## src/rtl/usb_rx_data_seq.sv

```systemverilog
// USB device receive-side DATA packet sequencer.
// Opens the CRC16 receive stage after an OUT/SETUP token, validates the DATA PID,
// counts payload bytes, tracks per-endpoint data toggles and requests an ACK/NAK
// handshake from the transmitter.
//
// state    | meaning
// ---------+-----------------------------------------------------------
// IDLE     | waiting for a token addressed to this device
// WAIT_SOP | receive stage enabled, timing out the DATA packet start
// RECV     | counting bytes after the PID until end of packet
// CHECK    | one-cycle decision: drop, NAK, duplicate ACK or commit+ACK
// HS       | holding the handshake request until TX accepts it
module usb_rx_data_seq (
    input  logic        clk,
    input  logic        rst,
    input  logic        token_out,
    input  logic [1:0]  token_ep,
    input  logic        bus_reset,
    input  logic [3:0]  clr_toggle,
    input  logic [7:0]  timeout_val,
    input  logic [10:0] max_len,
    input  logic        buf_ready,
    input  logic        rx_sop_en,
    input  logic        rx_lt_eop_en,
    input  logic        crc16_err,
    input  logic [7:0]  rx_data,
    input  logic        rx_byte_vld,
    output logic        rx_data_on,
    output logic        hs_valid,
    input  logic        hs_ready,
    output logic [3:0]  hs_pid,
    output logic        pkt_commit,
    output logic [10:0] pkt_len,
    output logic [3:0]  data_toggle,
    output logic        timeout_err,
    output logic        pid_err,
    output logic        len_err
);

    localparam logic [3:0] PID_ACK   = 4'b0010;
    localparam logic [3:0] PID_NAK   = 4'b1010;
    localparam logic [3:0] PID_DATA0 = 4'b0011;
    localparam logic [3:0] PID_DATA1 = 4'b1011;

    typedef enum logic [2:0] {
        S_IDLE,
        S_WAIT_SOP,
        S_RECV,
        S_CHECK,
        S_HS
    } state_t;

    state_t      state_q, state_d;
    logic [1:0]  ep_q, ep_d;
    logic [7:0]  timer_q, timer_d;
    logic [10:0] cnt_q, cnt_d;
    logic        ovf_q, ovf_d;
    logic        rx_tgl_q, rx_tgl_d;
    logic [3:0]  hs_pid_q, hs_pid_d;
    logic [10:0] pkt_len_q, pkt_len_d;
    logic [3:0]  tgl_q, tgl_d;
    logic        rx_data_on_q, rx_data_on_d;
    logic        hs_valid_q, hs_valid_d;
    logic        commit_q, commit_d;
    logic        timeout_err_q, timeout_err_d;
    logic        pid_err_q, pid_err_d;
    logic        len_err_q, len_err_d;

    logic        pid_ok;
    logic [10:0] cnt_inc;

    assign pid_ok  = (rx_data[7:4] == ~rx_data[3:0]) &&
                     ((rx_data[3:0] == PID_DATA0) || (rx_data[3:0] == PID_DATA1));
    assign cnt_inc = (cnt_q == 11'h7FF) ? cnt_q : cnt_q + 11'd1;

    // Next-state and registered-output decode.
    always_comb begin
        state_d       = state_q;
        ep_d          = ep_q;
        timer_d       = timer_q;
        cnt_d         = cnt_q;
        ovf_d         = ovf_q;
        rx_tgl_d      = rx_tgl_q;
        hs_pid_d      = hs_pid_q;
        pkt_len_d     = pkt_len_q;
        tgl_d         = tgl_q;
        commit_d      = 1'b0;
        timeout_err_d = 1'b0;
        pid_err_d     = 1'b0;
        len_err_d     = 1'b0;

        case (state_q)
            S_IDLE: begin
                if (token_out) begin
                    ep_d    = token_ep;
                    timer_d = timeout_val;
                    state_d = S_WAIT_SOP;
                end
            end
            S_WAIT_SOP: begin
                if (rx_sop_en) begin
                    if (pid_ok) begin
                        rx_tgl_d = rx_data[3];
                        cnt_d    = 11'd0;
                        ovf_d    = 1'b0;
                        state_d  = S_RECV;
                    end else begin
                        pid_err_d = 1'b1;
                        state_d   = S_IDLE;
                    end
                end else if (timer_q == 8'd1) begin
                    // A loaded value of 0 wraps through 255, giving 256 cycles.
                    timeout_err_d = 1'b1;
                    timer_d       = 8'd0;
                    state_d       = S_IDLE;
                end else begin
                    timer_d = timer_q - 8'd1;
                end
            end
            S_RECV: begin
                if (rx_byte_vld) begin
                    cnt_d = cnt_inc;
                    if (cnt_inc > max_len) begin
                        ovf_d = 1'b1;
                    end
                end
                if (rx_lt_eop_en) begin
                    state_d = S_CHECK;
                end
            end
            S_CHECK: begin
                if (crc16_err || ovf_q) begin
                    len_err_d = ovf_q;
                    state_d   = S_IDLE;
                end else if (!buf_ready) begin
                    hs_pid_d = PID_NAK;
                    state_d  = S_HS;
                end else if (rx_tgl_q != tgl_q[ep_q]) begin
                    hs_pid_d = PID_ACK;
                    state_d  = S_HS;
                end else begin
                    hs_pid_d      = PID_ACK;
                    commit_d      = 1'b1;
                    pkt_len_d     = cnt_q - 11'd2;
                    tgl_d[ep_q]   = ~tgl_q[ep_q];
                    state_d       = S_HS;
                end
            end
            S_HS: begin
                if (hs_ready) begin
                    state_d = S_IDLE;
                end
            end
            default: state_d = S_IDLE;
        endcase

        // Host-requested clear overrides a same-cycle flip.
        tgl_d = tgl_d & ~clr_toggle;

        if (bus_reset) begin
            state_d       = S_IDLE;
            tgl_d         = 4'b0000;
            hs_pid_d      = hs_pid_q;
            pkt_len_d     = pkt_len_q;
            commit_d      = 1'b0;
            timeout_err_d = 1'b0;
            pid_err_d     = 1'b0;
            len_err_d     = 1'b0;
        end

        rx_data_on_d = (state_d == S_WAIT_SOP) || (state_d == S_RECV);
        hs_valid_d   = (state_d == S_HS);
    end

    // State and output registers, asynchronously cleared.
    always_ff @(posedge clk or posedge rst) begin
        if (rst) begin
            state_q       <= S_IDLE;
            ep_q          <= 2'd0;
            timer_q       <= 8'd0;
            cnt_q         <= 11'd0;
            ovf_q         <= 1'b0;
            rx_tgl_q      <= 1'b0;
            hs_pid_q      <= 4'd0;
            pkt_len_q     <= 11'd0;
            tgl_q         <= 4'd0;
            rx_data_on_q  <= 1'b0;
            hs_valid_q    <= 1'b0;
            commit_q      <= 1'b0;
            timeout_err_q <= 1'b0;
            pid_err_q     <= 1'b0;
            len_err_q     <= 1'b0;
        end else begin
            state_q       <= state_d;
            ep_q          <= ep_d;
            timer_q       <= timer_d;
            cnt_q         <= cnt_d;
            ovf_q         <= ovf_d;
            rx_tgl_q      <= rx_tgl_d;
            hs_pid_q      <= hs_pid_d;
            pkt_len_q     <= pkt_len_d;
            tgl_q         <= tgl_d;
            rx_data_on_q  <= rx_data_on_d;
            hs_valid_q    <= hs_valid_d;
            commit_q      <= commit_d;
            timeout_err_q <= timeout_err_d;
            pid_err_q     <= pid_err_d;
            len_err_q     <= len_err_d;
        end
    end

    assign rx_data_on  = rx_data_on_q;
    assign hs_valid    = hs_valid_q;
    assign hs_pid      = hs_pid_q;
    assign pkt_commit  = commit_q;
    assign pkt_len     = pkt_len_q;
    assign data_toggle = tgl_q;
    assign timeout_err = timeout_err_q;
    assign pid_err     = pid_err_q;
    assign len_err     = len_err_q;

endmodule

```

## config.mk

```make
export PLATFORM = sky130hd
export DESIGN_NAME = usb_rx_data_seq
export DESIGN_NICKNAME = d
export VERILOG_FILES = /design/src/rtl/usb_rx_data_seq.sv
export SDC_FILE = /design/constraint.sdc
export NUM_CORES = 1
export LEC_CHECK = 0
export CORE_UTILIZATION = 55
export CTS_CLUSTER_DIAMETER = 200
export CTS_CLUSTER_SIZE = 25
export DETAILED_ROUTE_END_ITERATION = 7
export HOLD_SLACK_MARGIN = 0.03
export PLACE_DENSITY = 0.85
export SLEW_MARGIN = 10
export SYNTH_ARGS = -nofsm -noshare
export SYNTH_HDL_FRONTEND = slang
export SYNTH_SLANG_ARGS = --single-unit
```

## constraint.sdc

```tcl
create_clock -name clk -period 4.7 [get_ports clk]
set_input_delay 0.94 -clock clk [delete_from_list [all_inputs] [get_ports clk]]
set_output_delay 0.94 -clock clk [all_outputs]
set_load 0.02 [all_outputs]
```

# Word level (Yosys, flattened, before mapping)
# Cells that the tools add are included.
[op_classes] n_mul=0 n_addsub=3 muxes=50 reduce_logical=15 n_eq_ne=19 bitwise_logic=7 n_lt_le_gt_ge=3 n_div=0 shifts=0
[ops] operator="$mux W11" n=4
[ops] operator="$mux W4" n=6
[ops] operator="$mux W8" n=3
[ops] operator="$mux W1" n=22
[ops] operator="$pmux W11 S2" n=1
[ops] operator="$mux W3" n=7
[ops] operator="$pmux W8 S2" n=1
[ops] operator="$pmux W3 S5" n=1
[ops] operator="$ne A2 B2 Y1 const B" n=6
[ops] operator="$add A11 B1 Y11 const B" n=1
[ops] operator="$eq A11 B11 Y1 const B" n=1
[ops] operator="$gt A11 B11 Y1" n=1
[ops] operator="$sub A11 B2 Y11 const B" n=1
[ops] operator="$reduce_and A5 Y1" n=2
[ops] operator="$eq A3 B2 Y1 const B" n=3
[ops] operator="$reduce_and A3 Y1" n=3
[ops] operator="$eq A8 B1 Y1 const B" n=1
[ops] operator="$not A4 Y4" n=2
[ops] operator="$sub A8 B1 Y8 const B" n=1
[ops] operator="$eq A3 B1 Y1 const B" n=2
[ops] operator="$eq A3 B3 Y1 const B" n=2
[ops] operator="$and A4 B4 Y4" n=1
[ops] operator="$bwmux W4" n=1
[ops] operator="$eq A4 B2 Y1 const B" n=1
[ops] operator="16 further kinds" n=23
[totals] latchBits=0 word_cells=112 register_bits=51 mem_bits_rw=0 output_inout_bits=25 memories=0 mem_bits_ro=0

# Depth between registers and ports, before layout
# Gate-level depths: netlist of the first run.
[logic_depth] depth_word=11 mapped_depth=12

# Worst setup path after synthesis of the first run
# OpenSTA, ideal clock, no wires.
[synth_path] path_kind="flip-flop to flip-flop" startpoint="reg cnt_q[0]" endpoint="reg ovf_q" t_required_ns=4.576 n_path_buf=1 stages_incl_launch_ff=12 arrival_ns=2.357 setup_slack_ns=2.219 period_less_slack_ns=2.481 cell_sequence="dfrtp_1 -> ha_1 -> and2_0 -> a41oi_1 -> buf_2 -> nand3_1 -> xnor2_1 -> ha_1 -> nand4_1 -> o31ai_1 -> a21oi_1 -> o31a_1"
[synth_via] elab_chain_cells=5
[synth_rtl] item="from (decl)" line_no="56" source="logic [10:0] cnt_q, cnt_d;"
[synth_rtl] item="from (signal assigned)" line_no="197" source="cnt_q <= cnt_d;"
[synth_rtl] item="$add A11 B1 Y11 / $eq A11 B11 Y1 (equally long branches)" line_no="74" source="assign cnt_inc = (cnt_q == 11'h7FF) ? cnt_q : cnt_q + 11'd1;"
[synth_rtl] item="$mux W11 *" line_no="74"
[synth_rtl] item="$gt A11 B11 Y1 *" line_no="123" source="if (cnt_inc > max_len) begin"
[synth_rtl] item="$ne A2 B2 Y1 (no line) *"
[synth_rtl] item="$reduce_and A5 Y1 (no line) *"
[synth_rtl] item="to (signal assigned)" line_no="198" source="ovf_q <= ovf_d;"
[synth_rtl] item="to (decl)" line_no="57" source="logic ovf_q, ovf_d;"
# Every way passes the cells marked *; elsewhere a longest branch is shown, timed or not.
# A chain may end at the register's enable or synchronous reset.

# Worst setup path after layout of the first run
# Same ends and word-level chain as after synthesis.

==> flow_metrics.tcl, run 1 <==
set metrics [dict create \
    setup_viol 0 \
    crit_slowest_cell "a41oi_1" \
    cts-root-buf "clkbuf_8" \
    path_buf_inv 0 \
    antenna_found_initial 0 \
    synth_edf_count 0 \
    fmax_ghz 0.3202 \
    cts_buffer_depth 2 \
    r2r_slack_ns 1.58 \
    postRouteAntennaNets 0 \
    synthMostInstantiatedCell "dfrtp_1" \
    vias_per_cell 5.847 \
    rr_worst_depth 10 \
    power_density_nw_per_um2 223.5 \
    crit_type "flip-flop to flip-flop" \
    wirelength_mm 7.093 \
    outcome "completed" \
    synth_commonest_cells "dfrtp_1, inv_1, a21oi_1" \
    critical_path.max_fanout 11 \
    reg2reg_from "cnt_q[0]" \
    worstHoldPathType "flip-flop to flip-flop" \
    ys_seq_elements 49 \
    place.gp.congestion 0.8628 \
    clkTransAtPathRegs_ns 0.09 \
    synthArstFlopShare_pct 100.0 \
    rsz0062_at_grt "no" \
    min_period_ns 3.123 \
    multi_input_area_sq_um 1730 \
    wire_per_inst_um 15.29 \
    crit_path_start_kind "flip-flop" \
    gr-usage-all-layers_pct 23.86 \
    core-area_sq_um 5540 \
    synth_sequential_area_ratio_pct 38.42 \
    worst_pin_slew_ns 1.030 \
    die_x_um 78.18 \
    drc 0 \
    area_delta_synth_final_pct 22.07 \
    min_from "hs_pid[1]" \
    ys.flop_type "dfrtp_1" \
    end_kind "flip-flop" \
    ys_warn_count 0 \
    crit_chain "ha_1 > and2_0 > a41oi_1 > nand3_1 > xnor2_1 > ha_1 > nand4_1 > o31ai_1 > a21oi_1 > o31a_1" \
    whs_ns 0.5046 \
    slew_headroom_pct 31.21 \
    syn-instance-count 342 \
    grt_overflow 0 \
    cts_buffers 5 \
    drive_gt1_share_pct 8.673 \
    fillerInstances 451 \
    p_total_mw 0.8710 \
    leakage_nw 1.698 \
    drv_slew 0 \
    clk_latency_ns 0.31 \
    hold_end "hs_pid[1]" \
    cts_tree "done" \
    finalHoldViolCount 0 \
    netlist.area_leader.share_pct 38.42 \
    grt_max_degree 50 \
    min_path_cells 1 \
    cts_resized 0 \
    cts_hold_buf 0 \
    synth_top_cell_by_area "dfrtp_1" \
    syn_area_sq_um 3192 \
    io_buffers 65 \
    avgSynthCellArea_sq_um 9.333 \
    required_ns 4.90 \
    die_area_sq_um 6112 \
    synth_cell_types 58 \
    fin_crit_sh_pct 66.45 \
    io_pins 68 \
    drt_pre_antenna_iters 6 \
    final_nets 450 \
    initial_core_util_pct 57.61 \
    ir_drop_mv 0.2356 \
    placementRows 27 \
    die-height_um 78.18 \
    hpwlAfterDp_mm 5.113 \
    vias 2713 \
    fin_tns_setup_ns 0 \
    n_antenna_cell 0 \
    critical_path.top_delay_family "compound AO/OA/AOI/OAI gates" \
    drt_iter0_markers 226 \
    grt_pass1_vias 2519 \
    yosys-top-cells-area "dfrtp_1, ha_1, mux2_2" \
    seq_area_sq_um 1226 \
    grt_pass1_wl_mm 11.54 \
    cts.sinks 49 \
    cts_setup_buffers 0 \
    cts_max_level 2 \
    reg2reg_to "ovf_q" \
    cp_slowest_stage_delay_ns 0.76 \
    cpMostUsedCell "ha_1" \
    maxCapViolations 0 \
    cp.arrival_ns 3.32 \
    clock_skew_ns 0.009318 \
]
[routing by layer]
layer | wire length, um | global-route usage (%)
met1 | 3245 | 32.53
met2 | 3397 | 37.98
met5 | 0 | 0
met3 | 326 | 4.070
met4 | 124 | 9.074
[cells in the final DEF, fill, tap and decap left out, types with 3 or more instances in the layout]
master           count
dfrtp_1             49
xor2_1               5
a21oi_1             23
ha_1                16
nor4b_1              3
a31oi_1              7
a21o_1               3
clkdlybuf4s50_1     65
xnor2_1             13
a211o_1              5
nor2_1              16
inv_1               27
a32oi_1              3
nand2b_1             7
o31a_1               3
clkbuf_8             5
nor2b_1              4
nand2_1             22
nor3_1               7
or3_1                3
mux2_2              14
a211oi_1             4
o22ai_1              6
nand4_1              4
o21ai_0             11
nor3b_1              5
nand3_1             13
nor4_1               5
mux2i_1              6
[how the worst max path moves through the flow]
stage	start	to	slack (ns)	depth (start not counted)
after global placement	buf_ready	pkt_len[0]	1.52	5
final	cnt_q[0]	ovf_q	1.58	10
after global routing	cnt_q[0]	ovf_q	1.27	10
after floorplan	cnt_q[0]	ovf_q	2.22	11
after detailed placement	buf_ready	pkt_len[3]	1.40	5
after CTS	cnt_q[0]	ovf_q	1.61	10
[cells by family (layout without fill, tap and decap cells)]
family / after synthesis / count (layout) / share of synthesized area [%]
compound gates: 79 / 79 / 16.35
xor+xnor: 18 / 18 / 4.939
fa+ha+maj: 16 / 16 / 6.272
buf+inv: 53 / 102 / 7.683
flops: 49 / 49 / 38.42
mux: 21 / 21 / 7.526
other cells: 1 / 2 / 0.1175
simple gates: 105 / 105 / 18.70
[flip-flops by register name, summed over array words and instances (netlist names)]
name         cells
len_err          1
hs_pid           2
rx_tgl_q         1
pkt_commit       1
data_toggle      4
rx_data_on       1
pid_err          1
pkt_len         11
timeout_err      1
timer_q          8
ep_q             2
ovf_q            1
hs_valid         1
state_q          3
cnt_q           11
[power breakdown]
group	total, mW	switching (mW)	internal (mW)
clock	0.251	0.148	0.103
combinational	0.156	0.0802	0.0760
sequential	0.464	0.0229	0.441
[layout make-up]
cell class / count / area share (%)
clock buffer: 5 / 1.766
tap: 72 / 2.312
inverter: 28 / 2.697
timing repair buffer: 66 / 16.89
sequential: 49 / 31.47
multi-input combinational: 241 / 44.41
clock inverter: 3 / 0.4496
[metrics by stage]
step / instances / instance area, sq um / worst slack [ns] / utilization [%]
floorplan: 343 / 3196 / 2.219 / -
CTS: 464 / 3896 / 1.615 / 70.33
global placement: 456 / 3810 / 1.516 / 68.77
global route: 464 / 3896 / 1.265 / 70.33
detailed placement: 456 / 3810 / 1.404 / 68.77
finish: 464 / 3896 / 1.577 / 70.33
(Power assumes the default switching activity.)
==> inputs of run 2 (changes only) <==
--- a/config.mk
+++ b/config.mk
@@ -5,12 +5,12 @@
 export SDC_FILE = /design/constraint.sdc
 export NUM_CORES = 1
 export LEC_CHECK = 0
-export CORE_UTILIZATION = 55
+export CORE_UTILIZATION = 52
 export CTS_CLUSTER_DIAMETER = 200
 export CTS_CLUSTER_SIZE = 25
 export DETAILED_ROUTE_END_ITERATION = 7
 export HOLD_SLACK_MARGIN = 0.03
-export PLACE_DENSITY = 0.85
+export PLACE_DENSITY = 0.81
 export SLEW_MARGIN = 10
 export SYNTH_ARGS = -nofsm -noshare
 export SYNTH_HDL_FRONTEND = slang
==> constraint.sdc (replaced) <==
create_clock -name clk -period 2.9 [get_ports clk]
set_input_delay 0.58 -clock clk [delete_from_list [all_inputs] [get_ports clk]]
set_output_delay 0.58 -clock clk [all_outputs]
set_load 0.02 [all_outputs]
==> run 2 against run 1 <==
  * Non-clock buffer count increased by 16
  * Die area increased by 5.6%
  * Combinational power increased by 72%
  * Maximum frequency increased by 19%
  * Critical path depth decreased by 1
  * Global-route usage increased by 0.68 points
  * Clock skew decreased by 0.0036 ns
  * Critical path type unchanged
  * Highest routed layer unchanged
==> flow_metrics.tcl, run 2 (synthesis results as in run 1) <==
set metrics [dict create \
    drt_pre_antenna_iters 4 \
    fmax_ghz 0.3809 \
    cts_max_level 2 \
    cp_slowest_stage_delay_ns 0.45 \
    grt_pass1_wl_mm 12.28 \
    top_usage_layer "met2" \
    clock_skew_ns 0.005701 \
    ir_drop_mv 0.2312 \
    grt_overflow 0 \
    cts_buffers 5 \
    fin_tns_setup_ns 0 \
    cts_setup_buffers 0 \
    drt_iter0_markers 123 \
    grt_use_met3_pct 4.318 \
    clkTransAtPathRegs_ns 0.09 \
    crit_slowest_cell "dfrtp_1" \
    fin_util_pct 68.72 \
    min_period_ns 2.625 \
    hpwlAfterDp_mm 5.322 \
    vias_per_cell 5.807 \
    die_x_um 80.35 \
    io_buffers 65 \
    cts-root-buf "clkbuf_8" \
    worstHoldPathType "flip-flop to flip-flop" \
    wirelength_mm 7.412 \
    core-area_sq_um 5921 \
    drv_slew 0 \
    cts_tree "done" \
    power_density_nw_per_um2 376.5 \
    met1_usage_pct 33.07 \
    grt_max_degree 29 \
    final_nets 466 \
    cp.arrival_ns 2.83 \
    cts_buffer_depth 2 \
    met2_usage_pct 40.34 \
    grt_pass1_vias 2618 \
    critical_path.max_fanout 8 \
    fin_crit_sh_pct 90.53 \
    worst_pin_slew_ns 0.6789 \
    placementRows 28 \
    antenna_found_initial 0 \
    crit_path_start_kind "flip-flop" \
    area_delta_synth_final_pct 27.48 \
    die-height_um 80.35 \
    final_cell_mix "clkdlybuf4s50_1, dfrtp_1, inv_1" \
    die_area_sq_um 6455 \
    setup_viol 0 \
    required_ns 3.10 \
    place.gp.congestion 0.8795 \
    slew_headroom_pct 54.64 \
    drc 0 \
    final_common_cell "clkdlybuf4s50_1" \
    outcome "completed" \
    cts.sinks 49 \
    leakage_nw 1.797 \
    cts_hold_buf 0 \
    io_pins 68 \
    rsz0062_at_grt "no" \
    vias 2805 \
    clk_latency_ns 0.31 \
    drive_gt1_share_pct 12.25 \
    end_kind "flip-flop" \
    maxCapViolations 0 \
    fillerInstances 485 \
    finalHoldViolCount 0 \
    crit_type "flip-flop to flip-flop" \
    wire_per_inst_um 15.35 \
    initial_core_util_pct 53.91 \
    n_antenna_cell 0 \
    postRouteAntennaNets 0 \
    crit_chain "ha_1 > and2_1 > nand4_2 > o21ai_0 > ha_1 > nor2b_1 > o21ai_0 > a211oi_1 > o31a_1" \
    gr-usage-all-layers_pct 24.54 \
]
[run 2: path summary, 6_finish.rpt]
kind | start | cells after the start | endpoint | slack, ns
worst min register to register | hs_pid[1] | 1 | hs_pid[1] | 0.49
max in group asynchronous | rst | 3 | cnt_q[0] | 1.63
min in group asynchronous | rst | 2 | pkt_commit | 0.67
worst min-delay path | hs_pid[1] | 1 | hs_pid[1] | 0.49
worst max register to register | cnt_q[0] | 9 | ovf_q | 0.27
worst max-delay path | cnt_q[0] | 9 | ovf_q | 0.27
[run 2: critical path: cells and delay by family (launching register included)]
family          cells  cell delay [ns]
compound gates      4             0.82
simple gates        3             0.72
fa+ha+maj           2             0.54
flops               1             0.45
[run 2: layout make-up]
type                       instances  area (sq um)  share of cell area [%]
timing repair buffer              82         778.2                   19.13
clock buffer                       7         86.33                   2.122
inverter                          28         105.1                   2.583
clock inverter                     1         30.03                  0.7380
sequential                        49          1226                   30.14
tap                               75         93.84                   2.306
multi-input combinational        241          1749                   42.99
[run 2: layer usage]
layer / part of all wire, % / vias to the layer above
met5: 0 / -
met4: 1.1 / 0
met3: 4.5 / 8
met2: 49 / 73
met1: 45 / 1375
li1: - / 1349
[run 2: stage by stage]
stage / area (sq um) / total power, mW / std cells / hold WS, ns / setup slack (ns)
3_3_place_gp: 3934 / 1.016 / 475 / 0.4599 / 0.2189
2_1_floorplan: 3196 / 0.9129 / 343 / 0.4844 / 0.4188
5_1_grt: 4069 / 1.600 / 483 / 0.5416 / 0.05470
6_report: 4069 / 1.532 / 483 / 0.4898 / 0.2748
4_1_cts: 4058 / 1.541 / 483 / 0.4898 / 0.1838
3_5_place_dp: 3934 / 1.029 / 475 / 0.4697 / 0.1216
[run 2: what timing repair did]
item | in CTS | in global routing
pin swaps | 0 | 0
setup endpoints to repair | 1 | 1
gates resized for setup | 1 | 2
cloned | 0 | 0
[run 2: where the power goes]
group          switching [mW]  total, mW  internal, mW
Combinational           0.135      0.268         0.133
Clock                   0.233      0.515         0.282
Sequential             0.0344      0.749         0.715
==> inputs of run 3 (changes only) <==
--- a/config.mk
+++ b/config.mk
@@ -11,6 +11,7 @@
 export DETAILED_ROUTE_END_ITERATION = 7
 export HOLD_SLACK_MARGIN = 0.03
 export PLACE_DENSITY = 0.81
+export REMOVE_ABC_BUFFERS = 1
 export SLEW_MARGIN = 10
 export SYNTH_ARGS = -nofsm -noshare
 export SYNTH_HDL_FRONTEND = slang
==> constraint.sdc (replaced) <==
create_clock -name clk -period 2.96 [get_ports clk]
set_input_delay 0.592 -clock clk [delete_from_list [all_inputs] [get_ports clk]]
set_output_delay 0.592 -clock clk [all_outputs]
set_load 0.02 [all_outputs]
==> run 3 against run 2 <==
  * Register-to-register slack about the same
  * Combinational power shrank 3%
  * Core utilization is 1.1 points lower
  * Sequential share of layout area rose by 0.51 points
  * Largest power group unchanged
  * Non-clock buffer count down 7
  * Routed wire length is 0.26% lower
  * First-iteration DRC count rose by 27%
  * Flip-flop and latch count stayed put
  * Sequential power is 2% lower
  * Setup slack improved by 0.0027 ns
  * Clock power is 3% lower
  * Highest routed layer unchanged
  * Via count decreased by 2.3%
==> flow_metrics.tcl, run 3 (synthesis results as in run 1) <==
set metrics [dict create \
    outcome "completed" \
    clock_skew_ns 0.006933 \
    wirelength_mm 7.393 \
    ir_drop_mv 0.2523 \
    final_cell_mix "clkdlybuf4s50_1, dfrtp_1, inv_1" \
    cts_tree "done" \
    worst_pin_slew_ns 0.6846 \
    design_area_sq_um 4001 \
    io_buffers 65 \
    area_delta_synth_final_pct 25.36 \
    cts-root-buf "clkbuf_8" \
    die-height_um 80.35 \
    pre_cts_slack_ns 0.2134 \
    crit_type "flip-flop to flip-flop" \
    n_antenna_cell 0 \
    drt_pre_antenna_iters 5 \
    initial_core_util_pct 53.91 \
    dpl_cell_area_sq_um 3881 \
    grt_overflow 0 \
    drc 0 \
    io_pins 68 \
    fmax_ghz 0.3728 \
    min_period_ns 2.683 \
    fin_tns_setup_ns 0 \
    die_x_um 80.35 \
    cts_max_level 2 \
    fin_ws_ns 0.2775 \
    end_kind "flip-flop" \
    cts_setup_buffers 0 \
    grt_use_met3_pct 5.227 \
    hpwlAfterDp_mm 5.413 \
    final_nets 459 \
    met2_usage_pct 37.71 \
    final_common_cell "clkdlybuf4s50_1" \
    cp.arrival_ns 2.88 \
    dp_cells 468 \
    required_ns 3.15 \
    rsz0062_at_grt "no" \
    cts.sinks 49 \
    fin_crit_sh_pct 90.63 \
    drt_iter0_markers 156 \
    wire_per_inst_um 15.53 \
    critical_path.max_fanout 8 \
    setup_viol 0 \
    vias_per_cell 5.756 \
    vias 2740 \
    antenna_found_initial 0 \
    clkTransAtPathRegs_ns 0.10 \
    fin_util_pct 67.58 \
    stdcell_count 476 \
    cts_resized 0 \
    finalHoldViolCount 0 \
    maxCapViolations 0 \
    multi_input_area_sq_um 1738 \
    leakage_nw 1.759 \
    grt_pass1_vias 2559 \
    slew_headroom_pct 54.36 \
    drv_slew 0 \
    grt_max_degree 29 \
    die_area_sq_um 6455 \
    crit_path_start_kind "flip-flop" \
    worstHoldPathType "flip-flop to flip-flop" \
    whs_ns 0.4833 \
    p_total_mw 1.491 \
    postRouteAntennaNets 0 \
    drive_gt1_share_pct 10.97 \
    placementRows 28 \
    core-area_sq_um 5921 \
    seq_area_sq_um 1226 \
    grt_pass1_wl_mm 12.08 \
    cts_buffer_depth 2 \
    place.gp.congestion 0.8773 \
    cts_buffers 5 \
    clk_latency_ns 0.31 \
    top_usage_layer "met2" \
    cts_hold_buf 0 \
    gr-usage-all-layers_pct 24.23 \
    met1_usage_pct 33.77 \
    fillerInstances 497 \
    power_density_nw_per_um2 372.5 \
]
-- run 3: cell types whose count changed in the layout (fill, tap and decap cells not counted) --
cell      previous run  this run
buf_4               17        10
a41oi_2              0         1
a41oi_4              1         0
and2_0               0         1
and2_1               2         1
clkbuf_1             1         0
clkbuf_8             6         5
clkinv_2             0         1
inv_6                0         1
-- run 3: final timing paths --
| check | from | endpoint | slack (ns) | cells past startpoint |
|---|---|---|---|---|
| worst max register to register | cnt_q[1] | ovf_q | 0.28 | 9 |
| worst min-delay path | hs_pid[1] | hs_pid[1] | 0.48 | 1 |
| max in group asynchronous | rst | pid_err | 1.68 | 3 |
| min in group asynchronous | rst | ep_q[0] | 0.66 | 2 |
| worst max-delay path | cnt_q[1] | ovf_q | 0.28 | 9 |
| worst min register to register | hs_pid[1] | hs_pid[1] | 0.48 | 1 |
-- run 3: routing by layer --
layer	wire [um]	vias to the layer above
met5	0	-
met4	95	0
met3	460	10
met2	3430	85
met1	3407	1308
li1	-	1337
-- run 3: area by class of cell --
cell class	instances	share of cell area [%]
clock inverter	3	1.094
multi-input combinational	241	43.43
timing repair buffer	75	18.14
sequential	49	30.64
clock buffer	5	1.720
tap	75	2.345
inverter	28	2.627
-- run 3: power breakdown --
group          switching, mW  total (mW)  leakage [nW]  internal (mW)
clock network          0.243       0.497        0.0585          0.254
logic                  0.131       0.259          1.06          0.128
registers             0.0339       0.735         0.641          0.701
-- run 3: critical path: stages (launching register included) --
cell and delay, ns:
dfrtp_1 0.44, ha_1 0.25, and2_0 0.32, nand4_2 0.28, o21ai_0 0.29, ha_1 0.29
nor2b_1 0.13, o21ai_0 0.17, a211oi_1 0.10, o31a_1 0.28
==> edit 1: new RTL, flow settings as in run 2 <==
The 5 states of `state_t` get a Gray code encoding in 3 bits.
--- a/src/rtl/usb_rx_data_seq.sv
+++ b/src/rtl/usb_rx_data_seq.sv
@@ -44,9 +44,9 @@
 
     typedef enum logic [2:0] {
-        S_IDLE,
-        S_WAIT_SOP,
-        S_RECV,
-        S_CHECK,
-        S_HS
+        S_IDLE     = 3'b000,
+        S_WAIT_SOP = 3'b001,
+        S_RECV     = 3'b011,
+        S_CHECK    = 3'b010,
+        S_HS       = 3'b110
     } state_t;
 
Formal check against the unedited RTL: same outputs for any inputs over 10 cycles, from zero or initial values and one cycle with rst high; not proved beyond that.
==> edit 1 against run 2 <==
- die area fell by 3.9%
- critical path depth rose by 1
- design area fell by 3.0%
- highest routed layer unchanged
- worst setup slack got worse by 0.095 ns
- global-route usage fell by 1.1 points
- area after synthesis fell by 4.0%
- routed wire length fell by 8.9%
- sequential cell count did not move
- clock skew fell by 0.0024 ns
- largest power group unchanged
- power fell by 6.3%
- synthesized cell count fell by 3.2%
==> edit 1: results (changes against run 2) <==
* Synth top cells by count: 49 x dfrtp_1, 27 x inv_1, 25 x nand2_1
* P_leak at 0.001825 uW (+1.5%)
* Final HPWL DP at 5114 um (-3.9%)
* Top cells by area, synth: dfrtp_1 40%, ha_1 6.5%, mux2_2 4.4%, inv_1 3.3%, nand2_1 3.1%
* Area after DPL at 3832 um2 (-2.6%)
* Worst r2r path cells at 10 (+1)
* Met1 Usage GRT at 27.15% (-5.9 points)
* Worst IR Drop VDD at 0.0003006 V (+30%)
* FF-to-FF Start: cnt_q[1]
* Status: finished clean
* Hold WS at 0.4785 ns (-0.01123 ns)
* Placed insts at 463 (-2.5%)
* Arr. time, crit path at 2.91 ns (+0.08 ns)
* Avg Inst Size Synth at 9.261 um2 (-0.77%)
* Fraction of layout cells with a size suffix above 1 at 11.75% (-0.50 points)
* DP Worst Slack at 0.06489 ns (-0.05672 ns)
* Filler instances at 465 (-4.1%)
* Largest net degree at the start of global routing at 50 (+72%)
* Global placer's final weighted congestion at 0.8520 (-3.1%)
* Critical Path Fanout Max at 6 (-2)
* R2R Setup Slk at 0.18 ns (-0.10 ns)
* Detailed Route WL at 6754 um (-8.9%)
* Met2 wire len at 3521 um (-3.6%)
* DR iter-0 viols at 127 (+3.3%)
* GRT Total Usage at 23.42% (-1.1 points)
* Sequential fraction of the synthesis area at 40.00% (+1.6 points)
* DR vias at 2670 (-4.8%)
[edit 1: cell type report]
class	count	area (um2)	share of cell area (%)
flip-flops and latches	49	1227	31.11
well taps	72	90.09	2.284
inverters	27	101.3	2.569
clock inverters	3	26.28	0.6660
repair buffers	79	768.2	19.47
clock buffers	5	68.82	1.744
multi-input cells	237	1663	42.15
[edit 1: cells by family (layout without fill, tap and decap cells)]
kind of cell / after synthesis / in the layout / share of synthesized area, %
other: 1 / 2 / 0.1223
adder cells (fa/ha/maj): 16 / 16 / 6.531
multiplexers: 21 / 21 / 7.755
XOR/XNOR: 13 / 13 / 3.960
buffers and inverters: 46 / 114 / 6.163
flip-flops: 49 / 49 / 40.00
AND/OR/NAND/NOR: 116 / 116 / 20.98
AO/OA/AOI/OAI: 69 / 69 / 14.49
[edit 1: power by group]
| group | switching [uW] | internal [uW] |
|---|---|---|
| logic | 125 | 126 |
| clock network | 256 | 176 |
| registers | 34.5 | 718 |
| total | 416 | 1020 |
==> edit 2: new RTL, flow settings as in run 2 <==
Without the edit above. Register the output `timeout_err` once more, with the module's reset; this adds one clock of latency there. The other outputs are not delayed to match.
--- a/src/rtl/usb_rx_data_seq.sv
+++ b/src/rtl/usb_rx_data_seq.sv
@@ -216,5 +216,11 @@
     assign pkt_len     = pkt_len_q;
     assign data_toggle = tgl_q;
-    assign timeout_err = timeout_err_q;
+    always_ff @(posedge clk or posedge rst) begin
+        if (rst) begin
+            timeout_err <= '0;
+        end else begin
+            timeout_err <= timeout_err_q;
+        end
+    end
     assign pid_err     = pid_err_q;
     assign len_err     = len_err_q;
Behaviour: not the same (a bounded check fails within 4 cycles, from zero or initial values and one cycle with rst high).
==> edit 2 against run 2 <==
- routed wire length shrank 4.8%
- power shrank 1.3%
- sequential share of layout area grew 1.9 points
- area after synthesis shrank 2.9%
- synthesized cell count grew 0.58%
- design area shrank 3.9%
- worst setup slack lost 0.015 ns
- largest cell class unchanged
- sequential power grew 2%
- first-iteration DRC count grew 28%
- maximum frequency shrank 0.58%
- largest power group unchanged
- via count shrank 4.2%
- sequential cell count grew 1
- count of clock-buffer cells in the layout shrank 2
==> edit 2: results (changes against run 2) <==
* Status: finished clean
* CTS buffer count at 5 (unchanged)
* Avg WL per Cell at 14.85 um (-3.2%)
* Netlist cell types at 60 (+3.4%)
* Critical Path Source: cnt_q[1]
* DR iter-0 viols at 157 (+28%)
* Sequential fraction of the synthesis area at 40.39% (+2.0 points)
* Setup repair bufs after CTS at 0 (unchanged)
* Pre-Repair DR Iteration Count at 4 (unchanged)
* Global placer's final weighted congestion at 0.9060 (+3.0%)
* Max Cap Viol at 0 (unchanged)
* Final HPWL DP at 5305 um (-0.33%)
* Worst setup path end: ovf_q
* DP Worst Slack at 0.2342 ns (+0.1125 ns)
* Arr. time, crit path at 2.84 ns (about the same)
* Synthesis Warnings at 0 (unchanged)
* Fin nets at 461 (-1.1%)
* Fraction of layout cells with a size suffix above 1 at 8.189% (-4.1 points)
* Root Buffer: clkbuf_8
* Detailed Route WL at 7053 um (-4.8%)
* Number of global-route vias before repair at 2520 (-3.7%)
* P_leak at 0.001787 uW (-0.56%)
* Top cells by area, synth: dfrtp_1 40%, ha_1 6.5%, o21ai_0 4.5%, xnor2_1 3.7%, nand2_1 3.5%
* Skew final at 0.006794 ns (+0.001093 ns)
* Largest net degree at the start of global routing at 51 (+76%)
* Crit path time final at 2.641 ns (+0.01541 ns)
* Avg Inst Size Synth at 9.006 um2 (-3.5%)
* Proportion of power drawn by combinational gates at 16.6% (-0.9 points)
* Port buffer count at 65 (unchanged)
* Filler instances at 472 (-2.7%)
* Skew-Pair Late Insertion Delay at 0.30 ns
* Relative slew slack at 56.52% (+1.9 points)
* Avg Vias per Cell at 5.659 (-2.6%)
* Initial antenna violation count at 0 (unchanged)
* GRT Total Usage at 24.32% (-0.22 points)
* Hold Path Class: reg -> reg
* Worst r2r path cells at 11 (+2)
* First-pass GRT wire length at 11830 um (-3.7%)
* R2R Setup Slk at 0.26 ns (-0.02 ns)
* Critical Path Fanout Max at 6 (-2)
* Worst IR Drop VDD at 0.0002841 V (+23%)
* Sw Pwr at 395.0 uW (-1.8%)
* Post_cts resized at 0 (-1)
* Synth top cells by count: 50 x dfrtp_1, 29 x nand2_1, 28 x o21ai_0
* Placed insts at 467 (-1.7%)
-- edit 2: cells by family after synthesis --
logic type | synth area share, %
simple gates | 19.99
compound gates | 16.68
flops | 40.39
buf+inv | 6.987
xor+xnor | 5.654
fa+ha+maj | 6.462
mux | 3.716
other cells | 0.1210
-- edit 2: final cells by class --
| class | count | share of cell area, % |
|---|---|---|
| clock inverters | 3 | 1.152 |
| inverters | 22 | 2.112 |
| well taps | 72 | 2.304 |
| repair buffers | 75 | 18.88 |
| clock buffers | 5 | 1.760 |
| multi-input cells | 248 | 41.79 |
| flip-flops and latches | 50 | 32.00 |
-- edit 2: how the worst min path moves through the flow --
stage	startpoint	end	slack, ns	depth (start not counted)
6_report	timeout_err_q	timeout_err	0.36	0
5_1_grt	timeout_err_q	timeout_err	0.37	0
4_1_cts	timeout_err_q	timeout_err	0.36	0
3_5_place_dp	timeout_err_q	timeout_err	0.34	0
3_3_place_gp	timeout_err_q	timeout_err	0.34	0
2_1_floorplan	timeout_err_q	timeout_err	0.33	0
-- edit 2: through the flow --
step | power (uW) | area [um2]
global placement | 1024 | 3796
CTS | 1524 | 3910
floorplan | 926.6 | 3102
global route | 1592 | 3910
detailed placement | 1033 | 3796
finish | 1512 | 3910
-- edit 2: metal layers --
| layer | routed length [um] | global-route usage [%] | vias up | part of all wire [%] |
|---|---|---|---|---|
| li1 | - | - | 1318 | - |
| met4 | 94 | 5.455 | 0 | 1.3 |
| met2 | 3528 | 42.67 | 93 | 50 |
| met3 | 351 | 4.253 | 14 | 5.0 |
| met1 | 3078 | 31.12 | 1263 | 44 |
| met5 | 0 | 0 | - | 0 |
-- edit 2: worst max-delay path: stages, from the launching register on --
cell and delay [ns]:
dfrtp_1 0.37, ha_1 0.22, and4_1 0.25, and2_1 0.25, nand2_1 0.16, nor2_1 0.14
xor2_1 0.09, ha_1 0.32, a21oi_1 0.07, o21ai_0 0.22, nor3_1 0.08, o41ai_1 0.36
-- edit 2: power groups by stage --
stage                     sequential [uW]  clock [uW]  combinational (uW)
after global routing                  772         538                 283
after global placement                778           0                 246
after CTS                             766         504                 254
final                                 766         494                 252
after detailed placement              780           0                 253
after floorplan                       774           0                 152
